<file path="src/rtl/datapath_core_pkg.sv">
// rtl/datapath_core_pkg.sv - opcodes, state encodings and instruction field widths
package datapath_core_pkg;

    localparam int OP_W     = 3;
    localparam int DEF_N    = 16;
    localparam int DEF_REGS = 16;
    localparam int DEF_SEL  = 4;

    localparam logic [OP_W-1:0] OP_PASS = 3'b000;
    localparam logic [OP_W-1:0] OP_ADD  = 3'b001;
    localparam logic [OP_W-1:0] OP_SUB  = 3'b010;
    localparam logic [OP_W-1:0] OP_AND  = 3'b011;
    localparam logic [OP_W-1:0] OP_OR   = 3'b100;
    localparam logic [OP_W-1:0] OP_XOR  = 3'b101;
    localparam logic [OP_W-1:0] OP_SHL1 = 3'b110;
    localparam logic [OP_W-1:0] OP_DIV  = 3'b111;

    typedef enum logic {
        ST_IDLE = 1'b0,
        ST_DIV  = 1'b1
    } state_t;

endpackage

</file>
<file path="src/rtl/datapath_core_if.sv">
// rtl/datapath_core_if.sv - micro-instruction valid/ready channel
interface datapath_core_if #(
    parameter int P_SEL = 4
);
    import datapath_core_pkg::*;

    logic             instr_valid;
    logic             instr_ready;
    logic [OP_W-1:0]  instr_op;
    logic [P_SEL-1:0] instr_ra;
    logic [P_SEL-1:0] instr_rb;
    logic [P_SEL-1:0] instr_rd;
    logic             instr_we;

    modport master (
        output instr_valid, instr_op, instr_ra, instr_rb, instr_rd, instr_we,
        input  instr_ready
    );

    modport slave (
        input  instr_valid, instr_op, instr_ra, instr_rb, instr_rd, instr_we,
        output instr_ready
    );

endinterface

</file>
<file path="src/rtl/datapath_core_div_iter.sv">
// rtl/datapath_core_div_iter.sv - iterative restoring unsigned divider, one bit per cycle
module datapath_core_div_iter #(
    parameter int P_N = 16
) (
    input  logic           i_clk,
    input  logic           i_rst,
    input  logic           i_start,
    input  logic [P_N-1:0] i_a,
    input  logic [P_N-1:0] i_b,
    output logic           o_busy,
    output logic           o_done,
    output logic [P_N-1:0] o_quotient,
    output logic [P_N-1:0] o_remainder,
    output logic           o_div_by_zero
);
    localparam int CW = $clog2(P_N + 1);

    logic           r_busy;
    logic           r_dbz;
    logic [P_N-1:0] r_q;
    logic [P_N-1:0] r_rem;
    logic [P_N-1:0] r_b;
    logic [CW-1:0]  r_cnt;

    logic [P_N:0]   w_trial;
    logic [P_N:0]   w_diff;
    logic           w_fit;
    logic [P_N-1:0] w_q_next;
    logic [P_N-1:0] w_rem_next;

    // r_q starts as the dividend; its top bit shifts into the partial remainder while
    // quotient bits enter at the bottom. On divide-by-zero r_q still holds A.
    always_comb begin
        w_trial    = {r_rem, r_q[P_N-1]};
        w_diff     = w_trial - {1'b0, r_b};
        w_fit      = (w_trial >= {1'b0, r_b});
        w_q_next   = {r_q[P_N-2:0], w_fit};
        w_rem_next = w_fit ? w_diff[P_N-1:0] : w_trial[P_N-1:0];
        if (r_dbz) begin
            w_q_next   = '1;
            w_rem_next = r_q;
        end
    end

    // Done marks the edge on which the final step lands, so the outputs carry the
    // completed results in that same cycle.
    assign o_done        = r_busy & (r_dbz | (r_cnt == CW'(1)));
    assign o_busy        = r_busy;
    assign o_quotient    = w_q_next;
    assign o_remainder   = w_rem_next;
    assign o_div_by_zero = r_dbz;

    always_ff @(posedge i_clk) begin
        if (i_rst) begin
            r_busy <= 1'b0;
            r_dbz  <= 1'b0;
            r_q    <= '0;
            r_rem  <= '0;
            r_b    <= '0;
            r_cnt  <= '0;
        end else if (i_start && !r_busy) begin
            r_busy <= 1'b1;
            r_dbz  <= (i_b == '0);
            r_q    <= i_a;
            r_rem  <= '0;
            r_b    <= i_b;
            r_cnt  <= CW'(P_N);
        end else if (r_busy) begin
            r_q   <= w_q_next;
            r_rem <= w_rem_next;
            r_cnt <= r_cnt - CW'(1);
            if (o_done) begin
                r_busy <= 1'b0;
            end
        end
    end

endmodule

</file>
<file path="src/rtl/datapath_core.sv">
// rtl/datapath_core.sv - register file, single-cycle ALU, flags and DIV sequencing
module datapath_core
    import datapath_core_pkg::*;
#(
    parameter int P_N    = DEF_N,
    parameter int P_REGS = DEF_REGS,
    parameter int P_SEL  = DEF_SEL
) (
    input  logic             i_clk,
    input  logic             i_rst,
    datapath_core_if.slave   instr,
    output logic             o_done,
    output logic             o_mayor,
    output logic             o_zero,
    output logic             o_paridad,
    output logic             o_div_err,
    output logic [P_N-1:0]   o_remainder,
    input  logic [P_SEL-1:0] i_obs_sel,
    output logic [P_N-1:0]   o_obs_data
);
    logic [P_N-1:0]   r_regs [P_REGS];
    state_t           r_state;
    logic             r_done;
    logic             r_mayor;
    logic             r_zero;
    logic             r_paridad;
    logic             r_div_err;
    logic [P_N-1:0]   r_remainder;
    logic [P_SEL-1:0] r_lat_rd;
    logic             r_lat_we;
    logic             r_lat_mayor;

    logic             w_ready;
    logic             w_accept;
    logic             w_div_start;
    logic [P_N-1:0]   w_a;
    logic [P_N-1:0]   w_b;
    logic [P_N-1:0]   w_alu;
    logic             w_div_busy;
    logic             w_div_done;
    logic [P_N-1:0]   w_div_q;
    logic [P_N-1:0]   w_div_rem;
    logic             w_div_dbz;

    assign w_ready           = (r_state == ST_IDLE) & ~w_div_busy & ~i_rst;
    assign instr.instr_ready = w_ready;
    assign w_accept          = instr.instr_valid & w_ready;
    assign w_div_start       = w_accept & (instr.instr_op == OP_DIV);

    assign w_a        = r_regs[instr.instr_ra];
    assign w_b        = r_regs[instr.instr_rb];
    assign o_obs_data = r_regs[i_obs_sel];

    always_comb begin
        w_alu = w_a;
        case (instr.instr_op)
            OP_PASS: w_alu = w_a;
            OP_ADD:  w_alu = w_a + w_b;
            OP_SUB:  w_alu = w_a - w_b;
            OP_AND:  w_alu = w_a & w_b;
            OP_OR:   w_alu = w_a | w_b;
            OP_XOR:  w_alu = w_a ^ w_b;
            OP_SHL1: w_alu = {w_a[P_N-2:0], 1'b0};
            default: w_alu = w_a;
        endcase
    end

    datapath_core_div_iter #(
        .P_N (P_N)
    ) u_div (
        .i_clk         (i_clk),
        .i_rst         (i_rst),
        .i_start       (w_div_start),
        .i_a           (w_a),
        .i_b           (w_b),
        .o_busy        (w_div_busy),
        .o_done        (w_div_done),
        .o_quotient    (w_div_q),
        .o_remainder   (w_div_rem),
        .o_div_by_zero (w_div_dbz)
    );

    // The A>B compare for a DIV is taken at accept and held until it retires.
    always_ff @(posedge i_clk) begin
        if (i_rst) begin
            for (int i = 0; i < P_REGS; i++) begin
                r_regs[i] <= '0;
            end
            r_state     <= ST_IDLE;
            r_done      <= 1'b0;
            r_mayor     <= 1'b0;
            r_zero      <= 1'b0;
            r_paridad   <= 1'b0;
            r_div_err   <= 1'b0;
            r_remainder <= '0;
            r_lat_rd    <= '0;
            r_lat_we    <= 1'b0;
            r_lat_mayor <= 1'b0;
        end else begin
            r_done <= 1'b0;
            case (r_state)
                ST_IDLE: begin
                    if (w_accept) begin
                        if (instr.instr_op == OP_DIV) begin
                            r_state     <= ST_DIV;
                            r_lat_rd    <= instr.instr_rd;
                            r_lat_we    <= instr.instr_we;
                            r_lat_mayor <= (w_a > w_b);
                        end else begin
                            if (instr.instr_we) begin
                                r_regs[instr.instr_rd] <= w_alu;
                            end
                            r_done    <= 1'b1;
                            r_mayor   <= (w_a > w_b);
                            r_zero    <= (w_alu == '0);
                            r_paridad <= ^w_alu;
                            r_div_err <= 1'b0;
                        end
                    end
                end
                ST_DIV: begin
                    if (w_div_done) begin
                        if (r_lat_we) begin
                            r_regs[r_lat_rd] <= w_div_q;
                        end
                        r_state     <= ST_IDLE;
                        r_done      <= 1'b1;
                        r_mayor     <= r_lat_mayor;
                        r_zero      <= (w_div_q == '0);
                        r_paridad   <= ^w_div_q;
                        r_div_err   <= w_div_dbz;
                        r_remainder <= w_div_rem;
                    end
                end
                default: r_state <= ST_IDLE;
            endcase
        end
    end

    assign o_done      = r_done;
    assign o_mayor     = r_mayor;
    assign o_zero      = r_zero;
    assign o_paridad   = r_paridad;
    assign o_div_err   = r_div_err;
    assign o_remainder = r_remainder;

endmodule

</file>
<file path="src/flat_wrapper.sv">
// flat-port wrapper written by rule: the top's interface ports become plain ports
module datapath_core_flat import datapath_core_pkg::*;
#(
    parameter int P_N    = DEF_N,
    parameter int P_REGS = DEF_REGS,
    parameter int P_SEL  = DEF_SEL
)
  (i_clk, i_rst, o_done, o_mayor, o_zero, o_paridad, o_div_err, o_remainder, i_obs_sel, o_obs_data, instr_instr_valid, instr_instr_op, instr_instr_ra, instr_instr_rb, instr_instr_rd, instr_instr_we, instr_instr_ready);
  datapath_core_if #(.P_SEL(P_SEL)) instr_i ();
  input  logic i_clk;
  input  logic i_rst;
  output logic o_done;
  output logic o_mayor;
  output logic o_zero;
  output logic o_paridad;
  output logic o_div_err;
  output logic [P_N-1:0] o_remainder;
  input  logic [P_SEL-1:0] i_obs_sel;
  output logic [P_N-1:0] o_obs_data;
  input wire logic [$bits(instr_i.instr_valid)-1:0] instr_instr_valid;
  input wire logic [$bits(instr_i.instr_op)-1:0] instr_instr_op;
  input wire logic [$bits(instr_i.instr_ra)-1:0] instr_instr_ra;
  input wire logic [$bits(instr_i.instr_rb)-1:0] instr_instr_rb;
  input wire logic [$bits(instr_i.instr_rd)-1:0] instr_instr_rd;
  input wire logic [$bits(instr_i.instr_we)-1:0] instr_instr_we;
  output wire logic [$bits(instr_i.instr_ready)-1:0] instr_instr_ready;
  assign instr_i.instr_valid = instr_instr_valid;
  assign instr_i.instr_op = instr_instr_op;
  assign instr_i.instr_ra = instr_instr_ra;
  assign instr_i.instr_rb = instr_instr_rb;
  assign instr_i.instr_rd = instr_instr_rd;
  assign instr_i.instr_we = instr_instr_we;
  assign instr_instr_ready = instr_i.instr_ready;
  datapath_core #(.P_N(P_N), .P_REGS(P_REGS), .P_SEL(P_SEL)) u_core (.i_clk(i_clk), .i_rst(i_rst), .instr(instr_i), .o_done(o_done), .o_mayor(o_mayor), .o_zero(o_zero), .o_paridad(o_paridad), .o_div_err(o_div_err), .o_remainder(o_remainder), .i_obs_sel(i_obs_sel), .o_obs_data(o_obs_data));
endmodule
</file>
<file path="config.mk">
export PLATFORM = sky130hd
export DESIGN_NAME = datapath_core_flat
export DESIGN_NICKNAME = d
export VERILOG_FILES = /design/src/rtl/datapath_core_pkg.sv /design/src/rtl/datapath_core_if.sv /design/src/rtl/datapath_core_div_iter.sv /design/src/rtl/datapath_core.sv /design/src/flat_wrapper.sv
export SDC_FILE = /design/constraint.sdc
export NUM_CORES = 1
export LEC_CHECK = 0
export ABC_CLOCK_PERIOD_IN_PS = 15700
export CORE_MARGIN = 10
export CORE_UTILIZATION = 53
export CTS_CLUSTER_DIAMETER = 200
export DETAILED_ROUTE_END_ITERATION = 7
export HOLD_SLACK_MARGIN = 0.1
export MAX_ROUTING_LAYER = met4
export PLACE_DENSITY = 0.74
export SETUP_SLACK_MARGIN = 0.2
export SLEW_MARGIN = 5
export SYNTH_ARGS = -nofsm -noshare
export SYNTH_HDL_FRONTEND = slang
export SYNTH_SLANG_ARGS = --single-unit
</file>
<file path="constraint.sdc">
create_clock -name i_clk -period 15.7 [get_ports i_clk]
set_input_delay 3.14 -clock i_clk [delete_from_list [all_inputs] [get_ports i_clk]]
set_output_delay 3.14 -clock i_clk [all_outputs]
set_load 0.005 [all_outputs]
</file>
==> results of run 1 <==
==> state kept, by name, summed over array words and instances (netlist names), 4 cells and up <==
register	cells
u_core.r_lat_rd	4
u_core.r_regs	256
u_core.o_remainder	16
u_core.u_div.r_q	16
u_core.u_div.r_cnt	5
u_core.u_div.r_rem	16
u_core.u_div.r_b	16
==> placed cells by master (no fill, tap or decap), types with 21 or more instances in the layout <==
cell and count:
o21ai_0 62, o31ai_1 28, clkbuf_16 38, nand2_1 138, a211oi_1 29, buf_4 36
mux4_2 225, xnor2_1 30, nand3_1 55, dfxtp_1 83, inv_1 72, clkdlybuf4s50_1 51
a31oi_1 21, nor2_1 351, ha_1 83, nor3_1 36, edfxtp_1 256, o22ai_1 21
a21oi_1 83
==> layout make-up <==
cell class / count / share of cell area (%)
Multi-Input combinational cell: 1414 / 50.0
Sequential cell: 339 / 37.8
Tap cell: 539 / 2.73
Timing Repair Buffer: 93 / 3.28
Clock inverter: 24 / 1.07
Clock buffer: 46 / 4.02
Inverter: 75 / 1.14
==> metrics by stage <==
stage / setup slack (ps) / util, % / power (mW) / hold slack [ps] / instances
final: 6460 / 58.7 / 2.59 / 460 / 2530
after global routing: 6290 / 58.7 / 2.66 / 480 / 2530
after CTS: 6440 / 58.7 / 2.57 / 458 / 2530
after detailed placement: 6450 / 55.7 / 1.66 / 450 / 2460
after global placement: 6480 / 55.7 / 1.65 / 444 / 2460
after floorplan: 7470 / - / 1.48 / 436 / 1992
==> worst max-delay path, stage by stage <==
cell and delay [ps]:
buf_4 540, buf_4 700, mux4_2 610, mux4_2 540
clkdlybuf4s50_1 500
==> cell families (layout without fill, tap and decap cells) <==
kind of cell | count (synthesis) | after routing | synth area share, %
buf+inv | 239 | 238 | 4.53
compound gates | 368 | 368 | 11.2
mux | 258 | 258 | 24.3
flops | 339 | 339 | 41.2
fa+ha+maj | 86 | 86 | 4.84
simple gates | 666 | 666 | 12.6
xor+xnor | 36 | 36 | 1.39
==> power groups by stage <==
stage | logic [mW] | clock network, mW | registers [mW]
global route | 0.685 | 0.956 | 1.02
finish | 0.648 | 0.920 | 1.02
floorplan | 0.454 | 0 | 1.02
detailed placement | 0.629 | 0 | 1.03
CTS | 0.632 | 0.922 | 1.02
global placement | 0.621 | 0 | 1.03
==> metal layers <==
metal / up-vias / GRT usage [%] / wire [um]
met2: 1467 / 49.2 / 36800
li1: 7586 / - / -
met3: 333 / 6.19 / 9420
met5: - / - / 0
met4: 0 / 16.2 / 4330
met1: 8956 / 36.8 / 26600
==> final timing paths <==
path              cells past startpoint                    to             startpoint
setup / recovery                      5         o_obs_data[7]           i_obs_sel[0]
hold / removal                        2  u_core.u_div.r_b[15]   u_core.u_div.r_b[15]
setup reg to reg                     10   u_core.r_regs[7][5]  u_core.u_div.r_cnt[0]
hold reg to reg                       2  u_core.u_div.r_b[15]   u_core.u_div.r_b[15]
==> run metrics, run 1 <==
outcome finished, final reports clean; area of the core 42,100 um^2; sequential standard cell area 9350 um^2; Switching Share 31.8%; Internal Power 1.76 mW; final setup violating endpoints 0; NetSw 823 uW; Achievable Freq 108 MHz; total count of max-transition violations in the final report 0; last weighted congestion value of the routability-driven placer 0.985; combinational fraction of design power 25.1%; average wire per standard cell 30.5 um; transition at the pin with the smallest max-transition slack 1350 ps; critical path data arrival time 6100 ps; length of the first detailed-routing pass in iterations 8; kind of path behind the tightest hold check reg -> reg; reg-to-reg slack, setup 10,140 ps; net count after synthesis 2,101; all-layer global routing usage 30.8%; Syn. warnings 0; via/cell ratio 7.25; number of antenna violations at the first check in global routing 0; critical path peak fanout 33; number of port buffers 60; cell at the root of the clock tree clkbuf_16; CTS sink cnt 339; ports placed on the boundary 61; Mapped Cells 1,992; DRC errors left 0; WL final 77,100 um; Final period util 58.9%; cell types with the largest area share after synthesis edfxtp_1 34%, mux4_2 22%, dfxtp_1 7.3%; critical path type in -> out; Yosys top cell area share 33.8%; critical path data required time 12,560 ps; Die Height 227 um; DRC violation total after the first TritonRoute iteration 2,853; std cell rows 75; Initial Util 53.9%; most frequently used flop master after synthesis edfxtp_1; total congestion overflow after global routing 0; share of layout cells above drive strength 1 18.4%; number of vias in the routed layout 18,300; Clk pin slew, worst setup/hold paths 50 ps; TritonCTS clock tree done; worst clock skew on the final layout 29.4 ps; pwr/cell area 105 nW/um^2; sequential fraction of the synthesis area 41.2%; clock network fraction of total power 35.6%; Worst-Skew Late Latency 590 ps; max-capacitance violation count 0; Area growth syn-to-layout 8.86%; post-DP HPWL 48,800 um; area used by multi-input combinational logic 12,400 um^2; Worst Setup End Kind primary output; most area-hungry cell type in the Yosys netlist edfxtp_1; Max transition margin 9.81%; average cell area after synthesis 11.4 um^2; minimum clock period 9240 ps; #FFs+latches synth 339; Detail Route Antenna Nets 0; most repeated cell in the gate-level netlist after synthesis nor2_1; number of synthesized flops with an enable pin 256; leakage power 8.70 nW; top cell types by occurrence after synthesis 351 x nor2_1, 256 x edfxtp_1, 225 x mux4_2, 138 x nand2_1, 87 x clkbuf_1; summed area of non-filler cells in the final layout 24,700 um^2; startpoint kind of the worst setup timing path input pin; number of instances resized during post-cts repair 0; Peak supply drop 0.102 mV; die area 51,500 um^2; Die X 227 um; total cell area at the placement stage 23,500 um^2; NumNets Final 2,070; number of distinct library cell variants in the gate-level netlist after synthesis 80; post-synthesis instance area 22,700 um^2; pin count of the biggest net entering global routing 65; first-pass GRT wire length 115,000 um; Antenna Diode Count 0; post-CTS setup repair buffer count 0; Filler Cells Inserted 3,373; setup repair after global routing missed its margin no; Reg power frac 39.3%; clock buffer count from CTS 38; total negative slack for setup checks 0 ps; fraction of registers with async set/reset 0%; final hold violation count 0; H-tree depth 2; hold bufs inserted after CTS 0; via count of the first global-routing pass 17,700; maximum clock insertion buffer count 3
(Power assumes the default switching activity.)
==> run 2, diff against run 1 <==
Settings changed: ABC_CLOCK_PERIOD_IN_PS 15700 to 9550.
Clock period 15.7 ns to 9.55 ns, I/O delays scaled along.
==> run 2 against run 1 <==
Critical path depth grew 15. Combinational power grew 65%. First-iteration DRC count grew 6.2%. Cell count grew 0.71%. Sequential cell count is the same. Hold slack lost 0.86 ps. Worst setup slack lost 4100 ps. Non-clock buffer count grew 17. Clock skew shrank 8.0 ps. Global-route usage grew 0.54 points. Largest cell class unchanged. Largest power group unchanged. Highest routed layer unchanged.
==> run metrics, run 2 (synthesis results as in run 1) <==
average wire per standard cell 30.9 um (+1.4%); Die X 227 um (unchanged); maximum clock insertion buffer count 3 (unchanged); Achievable Freq 140 MHz; cell at the root of the clock tree clkbuf_16; Final period util 75.0%; reg2reg path depth 10 (unchanged); die area 51,500 um^2 (unchanged); critical path peak fanout 13 (-61%); Filler Cells Inserted 3,340 (-0.98%); cells along the critical path clkdlybuf4s50_1 -> mux4_2 -> nor2b_1 -> a211oi_1 -> a21oi_1 -> inv_1 -> ha_1 -> and2_1 -> and3_1 -> a31o_2 -> o31ai_1 -> a221oi_1 -> a21oi_1 -> nor2_1 -> ha_1 -> xnor2_1 -> xnor2_1 -> xnor2_1 -> o211ai_1 -> a21oi_1; pwr/cell area 170 nW/um^2 (+63%); ports placed on the boundary 61 (unchanged); FF-to-FF Start u_core.u_div.r_cnt[0]; via count of the first global-routing pass 18,200 (+2.8%); leakage power 8.79 nW (+0.95%); Detail Route Antenna Nets 0 (unchanged); sequential standard cell area 9350 um^2 (unchanged); Max transition margin 9.58% (-0.24 points); Peak supply drop 0.157 mV (+54%); share of layout cells above drive strength 1 19.3% (+0.85 points); length of the first detailed-routing pass in iterations 7 (-1); clock buffer count from CTS 39 (+2.6%); via/cell ratio 7.35 (+1.4%); Initial Util 53.9% (unchanged); destination of the critical timing path u_core.o_paridad; WL final 78,800 um (+2.2%); Worst Setup End Kind flop; NumNets Final 2,088 (+0.87%); std cell rows 75 (unchanged); first-pass GRT wire length 117,000 um (+2.1%); flip-flop count of the largest register, all copies and words added 256 (unchanged); end of the worst register-to-register path u_core.r_regs[1][12]; minimum clock period 7160 ps; total negative slack for setup checks 0 ps (unchanged); hold bufs inserted after CTS 0 (unchanged); startpoint of the worst setup timing path instr_instr_ra[3]; Area growth syn-to-layout 9.43%; library cell contributing the largest single delay on the critical path clkdlybuf4s50_1; dominant delay contributor by cell family on the critical path compound AO/OA/AOI/OAI gates; critical path type in -> reg; startpoint kind of the worst setup timing path input pin; register ranked first by flip-flop count u_core.r_regs; setup repair after global routing missed its margin no; area used by multi-input combinational logic 12,300 um^2 (about the same); number of port buffers 60 (unchanged); commonest non-fill, non-tap cells in the layout 351 x nor2_1, 256 x edfxtp_1, 225 x mux4_2; Clk pin slew, worst setup/hold paths 70 ps (+20 ps); TritonCTS clock tree done; worst hold-check slack 459 ps (-0.861 ps); post-DP HPWL 52,000 um (+6.8%); total count of max-transition violations in the final report 0 (unchanged); number of vias in the routed layout 18,700 (+2.1%); critical path data arrival time 7590 ps (+1490 ps); last weighted congestion value of the routability-driven placer 0.978 (-0.70%); total congestion overflow after global routing 0 (unchanged); all-layer global routing usage 31.4% (+0.54 points); worst stage delay on the critical path 1000 ps (+300 ps); final setup violating endpoints 0 (unchanged); number of instances resized during post-cts repair 0 (unchanged); number of logic stages on the critical path including buffering 20 (+15); pin count of the biggest net entering global routing 65 (unchanged); Worst Slack Setup Final 2390 ps (-4070 ps); worst clock skew on the final layout 21.4 ps (-7.97 ps); reg-to-reg slack, setup 4030 ps (-6110 ps); WP buf/inv 2 (-1); post-CTS setup repair buffer count 0 (unchanged); H-tree depth 2 (unchanged); DRC violation total after the first TritonRoute iteration 3,029 (+6.2%); setup slack after placement 1890 ps (-4550 ps); Worst-Skew Late Latency 580 ps (about the same); DRC errors left 0 (unchanged); most common library cell in the layout ignoring fill and taps nor2_1; critical path data required time 9980 ps (-2580 ps); max-capacitance violation count 0 (unchanged); kind of path behind the tightest hold check reg -> reg; number of antenna violations at the first check in global routing 2 (+2); area of the core 42,100 um^2 (unchanged); final hold violation count 0 (unchanged); Die Height 227 um (unchanged); transition at the pin with the smallest max-transition slack 1350 ps (+3.52 ps); outcome finished, final reports clean; CTS sink cnt 339 (unchanged)
[run 2: changes by cell type in the layout (fill, tap and decap cells not counted), sizes merged]
cell	delta
buf	+17
clkinv	-4
bufinv	-2
clkbuf	+2
diode	+2
inv	+2
clkinvlp	+1
[run 2: how the worst min path moves through the flow]
| stage | start | end | slack (ps) | cells after the start |
|---|---|---|---|---|
| 2_1_floorplan | u_core.u_div.r_b[15] | u_core.u_div.r_b[15] | 440 | 2 |
| 3_3_place_gp | u_core.u_div.r_b[15] | u_core.u_div.r_b[15] | 450 | 2 |
| 3_5_place_dp | u_core.u_div.r_b[15] | u_core.u_div.r_b[15] | 450 | 2 |
| 4_1_cts | u_core.u_div.r_b[15] | u_core.u_div.r_b[15] | 460 | 2 |
| 5_1_grt | u_core.o_remainder[3] | u_core.o_remainder[3] | 500 | 2 |
| 6_report | u_core.u_div.r_b[15] | u_core.u_div.r_b[15] | 460 | 2 |
[run 2: final cells by class]
cell class              count  share of cell area (%)
well taps                 539                    2.71
multi-input cells        1414                    49.7
clock inverters            21                   0.740
diodes                      2                  0.0201
clock buffers              48                    4.20
inverters                  75                    1.13
repair buffers            110                    3.93
flip-flops and latches    339                    37.6
[run 2: per-stage QoR]
stage | instances | area, um^2 | utilization, % | total power [mW]
2_1_floorplan | 1992 | 22700 | - | 2.43
6_report | 2548 | 24900 | 59.0 | 4.23
4_1_cts | 2546 | 24900 | 59.0 | 4.21
3_3_place_gp | 2477 | 23600 | 56.1 | 2.73
3_5_place_dp | 2477 | 23600 | 56.1 | 2.75
5_1_grt | 2548 | 24900 | 59.0 | 4.36
[run 2: tightest hold or removal path, stage by stage, from the launching register on]
cell and delay, ps:
dfxtp_1 310, nand2_1 50, a21oi_1 50
[run 2: power breakdown]
part           switching (mW)  internal, mW  leakage, nW
clock network           0.641         0.839        0.611
logic                   0.663         0.410         4.86
registers              0.0419          1.63         3.32
[run 2: layer usage]
| layer | routed length [um] | part of all wire (%) | global-route usage [%] |
|---|---|---|---|
| met4 | 5500 | 7.0 | 18.4 |
| met2 | 36600 | 46 | 48.8 |
| met5 | 0 | 0 | - |
| met3 | 9960 | 13 | 6.96 |
| met1 | 26800 | 34 | 37.2 |
==> run 3, diff against run 2 <==
Settings changed: ABC_CLOCK_PERIOD_IN_PS 9550 to 6500, PLACE_DENSITY 0.74 to 0.77.
Clock period 9.55 ns to 6.5 ns, I/O delays scaled along.
==> run 3 against run 2 <==
Total power is 48% higher. Cell count is 1.3% higher. Largest cell class unchanged. Combinational power is 52% higher. Sequential cell count stayed put. Critical path depth is 3 lower. Highest routed layer unchanged. Non-clock buffer count is 35 higher. First-iteration DRC count is 6.3% lower. Design area is 1.3% higher. Worst setup slack worse by 1900 ps. Routed wire length is 0.91% lower. Utilization is 0.75 points higher. Sequential share of layout area is 0.47 points lower.
==> run metrics, run 3 (synthesis results as in run 1) <==
outcome finished, final reports clean; die area 51,500 um^2 (unchanged); critical path data required time 6910 ps (-3070 ps); pin count of the biggest net entering global routing 65 (unchanged); H-tree depth 2 (unchanged); cell at the root of the clock tree clkbuf_16; area of the core 42,100 um^2 (unchanged); Tot Pwr 6.27 mW (+48%); total count of max-transition violations in the final report 0 (unchanged); last weighted congestion value of the routability-driven placer 0.985 (+0.78%); number of instances resized during post-cts repair 0 (unchanged); Max transition margin 10.2% (+0.63 points); via count of the first global-routing pass 18,500 (+1.2%); Antenna Diode Count 0 (-2); sequential standard cell area 9350 um^2 (unchanged); Initial Util 53.9% (unchanged); number of antenna violations at the first check in global routing 0 (-2); global-route layer with the greatest usage met2; TritonCTS clock tree done; Die Height 227 um (unchanged); DRC violation total after the first TritonRoute iteration 2,838 (-6.3%); Worst-Skew Late Latency 570 ps (about the same); final setup violating endpoints 0 (unchanged); critical path type in -> reg; FF-to-FF Start u_core.r_regs[15][0]; global routing usage on met1 36.9% (-0.32 points); number of vias in the routed layout 18,600 (-0.67%); critical path peak fanout 15 (+2); post-CTS setup repair buffer count 0 (unchanged); leakage power 8.98 nW (+2.2%); number of port buffers 60 (unchanged); worst stage delay on the critical path 550 ps (-450 ps); Worst Hold Path Cells 2 (unchanged); via/cell ratio 7.21 (-1.9%); length of the first detailed-routing pass in iterations 6 (-1); Peak supply drop 0.241 mV (+54%); library cell contributing the largest single delay on the critical path a21oi_1; setup repair after global routing missed its margin no; startpoint kind of the worst setup timing path input pin; std cell rows 75 (unchanged); final hold violation count 0 (unchanged); hold path endpoint u_core.u_div.r_b[15]; total negative slack for setup checks 0 ps (unchanged); share of layout cells above drive strength 1 20.5% (+1.2 points); Die X 227 um (unchanged); minimum clock period 6020 ps; maximum clock insertion buffer count 3 (unchanged); pwr/cell area 249 nW/um^2 (+46%); fraction of met2 tracks used by global routing 48.9% (+0.087 points); reg-to-reg slack, setup 1340 ps (-2690 ps); reg2reg path depth 16 (+6); area used by multi-input combinational logic 12,300 um^2 (unchanged); transition at the pin with the smallest max-transition slack 1340 ps (-9.43 ps); cells along the critical path buf_2 -> buf_4 -> mux4_2 -> mux2_2 -> a21oi_1 -> ha_1 -> or2_2 -> o31ai_2 -> o21ai_0 -> o221a_2 -> a221o_1 -> ha_1 -> xnor2_1 -> xnor2_1 -> xnor2_1 -> o211ai_1 -> a21oi_1; count of placed standard cells including taps 2,512 (+1.4%); critical path data arrival time 6430 ps (-1160 ps); worst hold-check slack 462 ps (+2.90 ps); all-layer global routing usage 31.2% (-0.15 points); Area growth syn-to-layout 10.8%; met3 track demand over resource in global routing 7.93% (+0.97 points); ports placed on the boundary 61 (unchanged); CP dominant cell by count xnor2_1; first-pass GRT wire length 117,000 um (-0.17%); CTS sink cnt 339 (unchanged); NumNets Final 2,122 (+1.6%); Detail Route Antenna Nets 0 (unchanged); number of logic stages on the critical path including buffering 17 (-15%); WP buf/inv 2 (unchanged); Final period util 92.6%; total congestion overflow after global routing 0 (unchanged); Filler Cells Inserted 3,275 (-1.9%); flip-flop count of the largest register, all copies and words added 256 (unchanged); Achievable Freq 166 MHz; Hold Path Origin u_core.u_div.r_b[15]; worst clock skew on the final layout 26.3 ps (+4.86 ps); commonest non-fill, non-tap cells in the layout 351 x nor2_1, 256 x edfxtp_1, 225 x mux4_2; most common library cell in the layout ignoring fill and taps nor2_1; max-capacitance violation count 0 (unchanged); hold bufs inserted after CTS 0 (unchanged); WL final 78,100 um (-0.91%); clock buffer count from CTS 38 (-2.6%); end of the worst register-to-register path u_core.o_paridad; Clk pin slew, worst setup/hold paths 60 ps (about the same); DRC errors left 0 (unchanged); Worst Setup End Kind flop; kind of path behind the tightest hold check reg -> reg; dominant delay contributor by cell family on the critical path compound AO/OA/AOI/OAI gates; post-route non-filler standard cell count 2,580 (+1.3%); post-DP HPWL 52,100 um (about the same); average wire per standard cell 30.3 um (-2.1%); register ranked first by flip-flop count u_core.r_regs
-- run 3: cell count changes in the layout (fill, tap and decap cells not counted), sizes merged --
cell	delta
buf	+35
bufinv	+1
clkbuf	-1
inv	-1
clkinv	+2
clkinvlp	-2
diode	-2
-- run 3: how the worst max path moves through the flow --
| stage | from | endpoint | slack, ps |
|---|---|---|---|
| after floorplan | instr_instr_rb[0] | u_core.o_paridad | 310 |
| after global placement | instr_instr_ra[1] | u_core.o_paridad | 140 |
| after detailed placement | instr_instr_ra[1] | u_core.o_paridad | 80 |
| after CTS | instr_instr_ra[1] | u_core.o_paridad | 640 |
| after global routing | instr_instr_ra[1] | u_core.o_paridad | 320 |
| final | instr_instr_ra[1] | u_core.o_paridad | 480 |
-- run 3: report_power, final --
| part | switching [mW] | internal (mW) | total, mW |
|---|---|---|---|
| clock network | 0.939 | 1.24 | 2.18 |
| logic | 0.980 | 0.649 | 1.63 |
| registers | 0.0642 | 2.40 | 2.46 |
-- run 3: per-stage QoR --
| step | area (um^2) | utilization, % | setup WS, ps |
|---|---|---|---|
| floorplan | 22700 | - | 307 |
| global placement | 24000 | 56.8 | 142 |
| detailed placement | 24000 | 56.8 | 76.5 |
| CTS | 25200 | 59.8 | 637 |
| global route | 25200 | 59.8 | 322 |
| finish | 25200 | 59.8 | 479 |
-- run 3: cell type report --
class                   instances  share of cell area, %
clock buffers                  47                   4.04
clock inverters                21                  0.820
inverters                      75                   1.12
multi-input cells            1414                   49.0
flip-flops and latches        339                   37.1
well taps                     539                   2.68
repair buffers                145                   5.17
-- run 3: worst reg2reg max path: stages (launching register included) --
cell      delay [ps]
edfxtp_1         430
mux4_2           480
mux4_2           580
ha_1             290
fa_1             460
a21o_1           230
a311oi_1         540
o21ai_0          230
a31oi_1          200
nor3_1            80
o32ai_1          440
ha_1             310
xnor2_1          230
xnor2_1          120
xnor2_1          130
o211ai_1         170
a21oi_1           90
-- run 3: metal layers --
metal	up-vias	routed length, um	part of all wire, %
li1	7688	-	-
met1	9102	26800	34
met2	1461	36400	47
met3	348	9700	12
met4	0	5130	6.6
met5	-	0	0
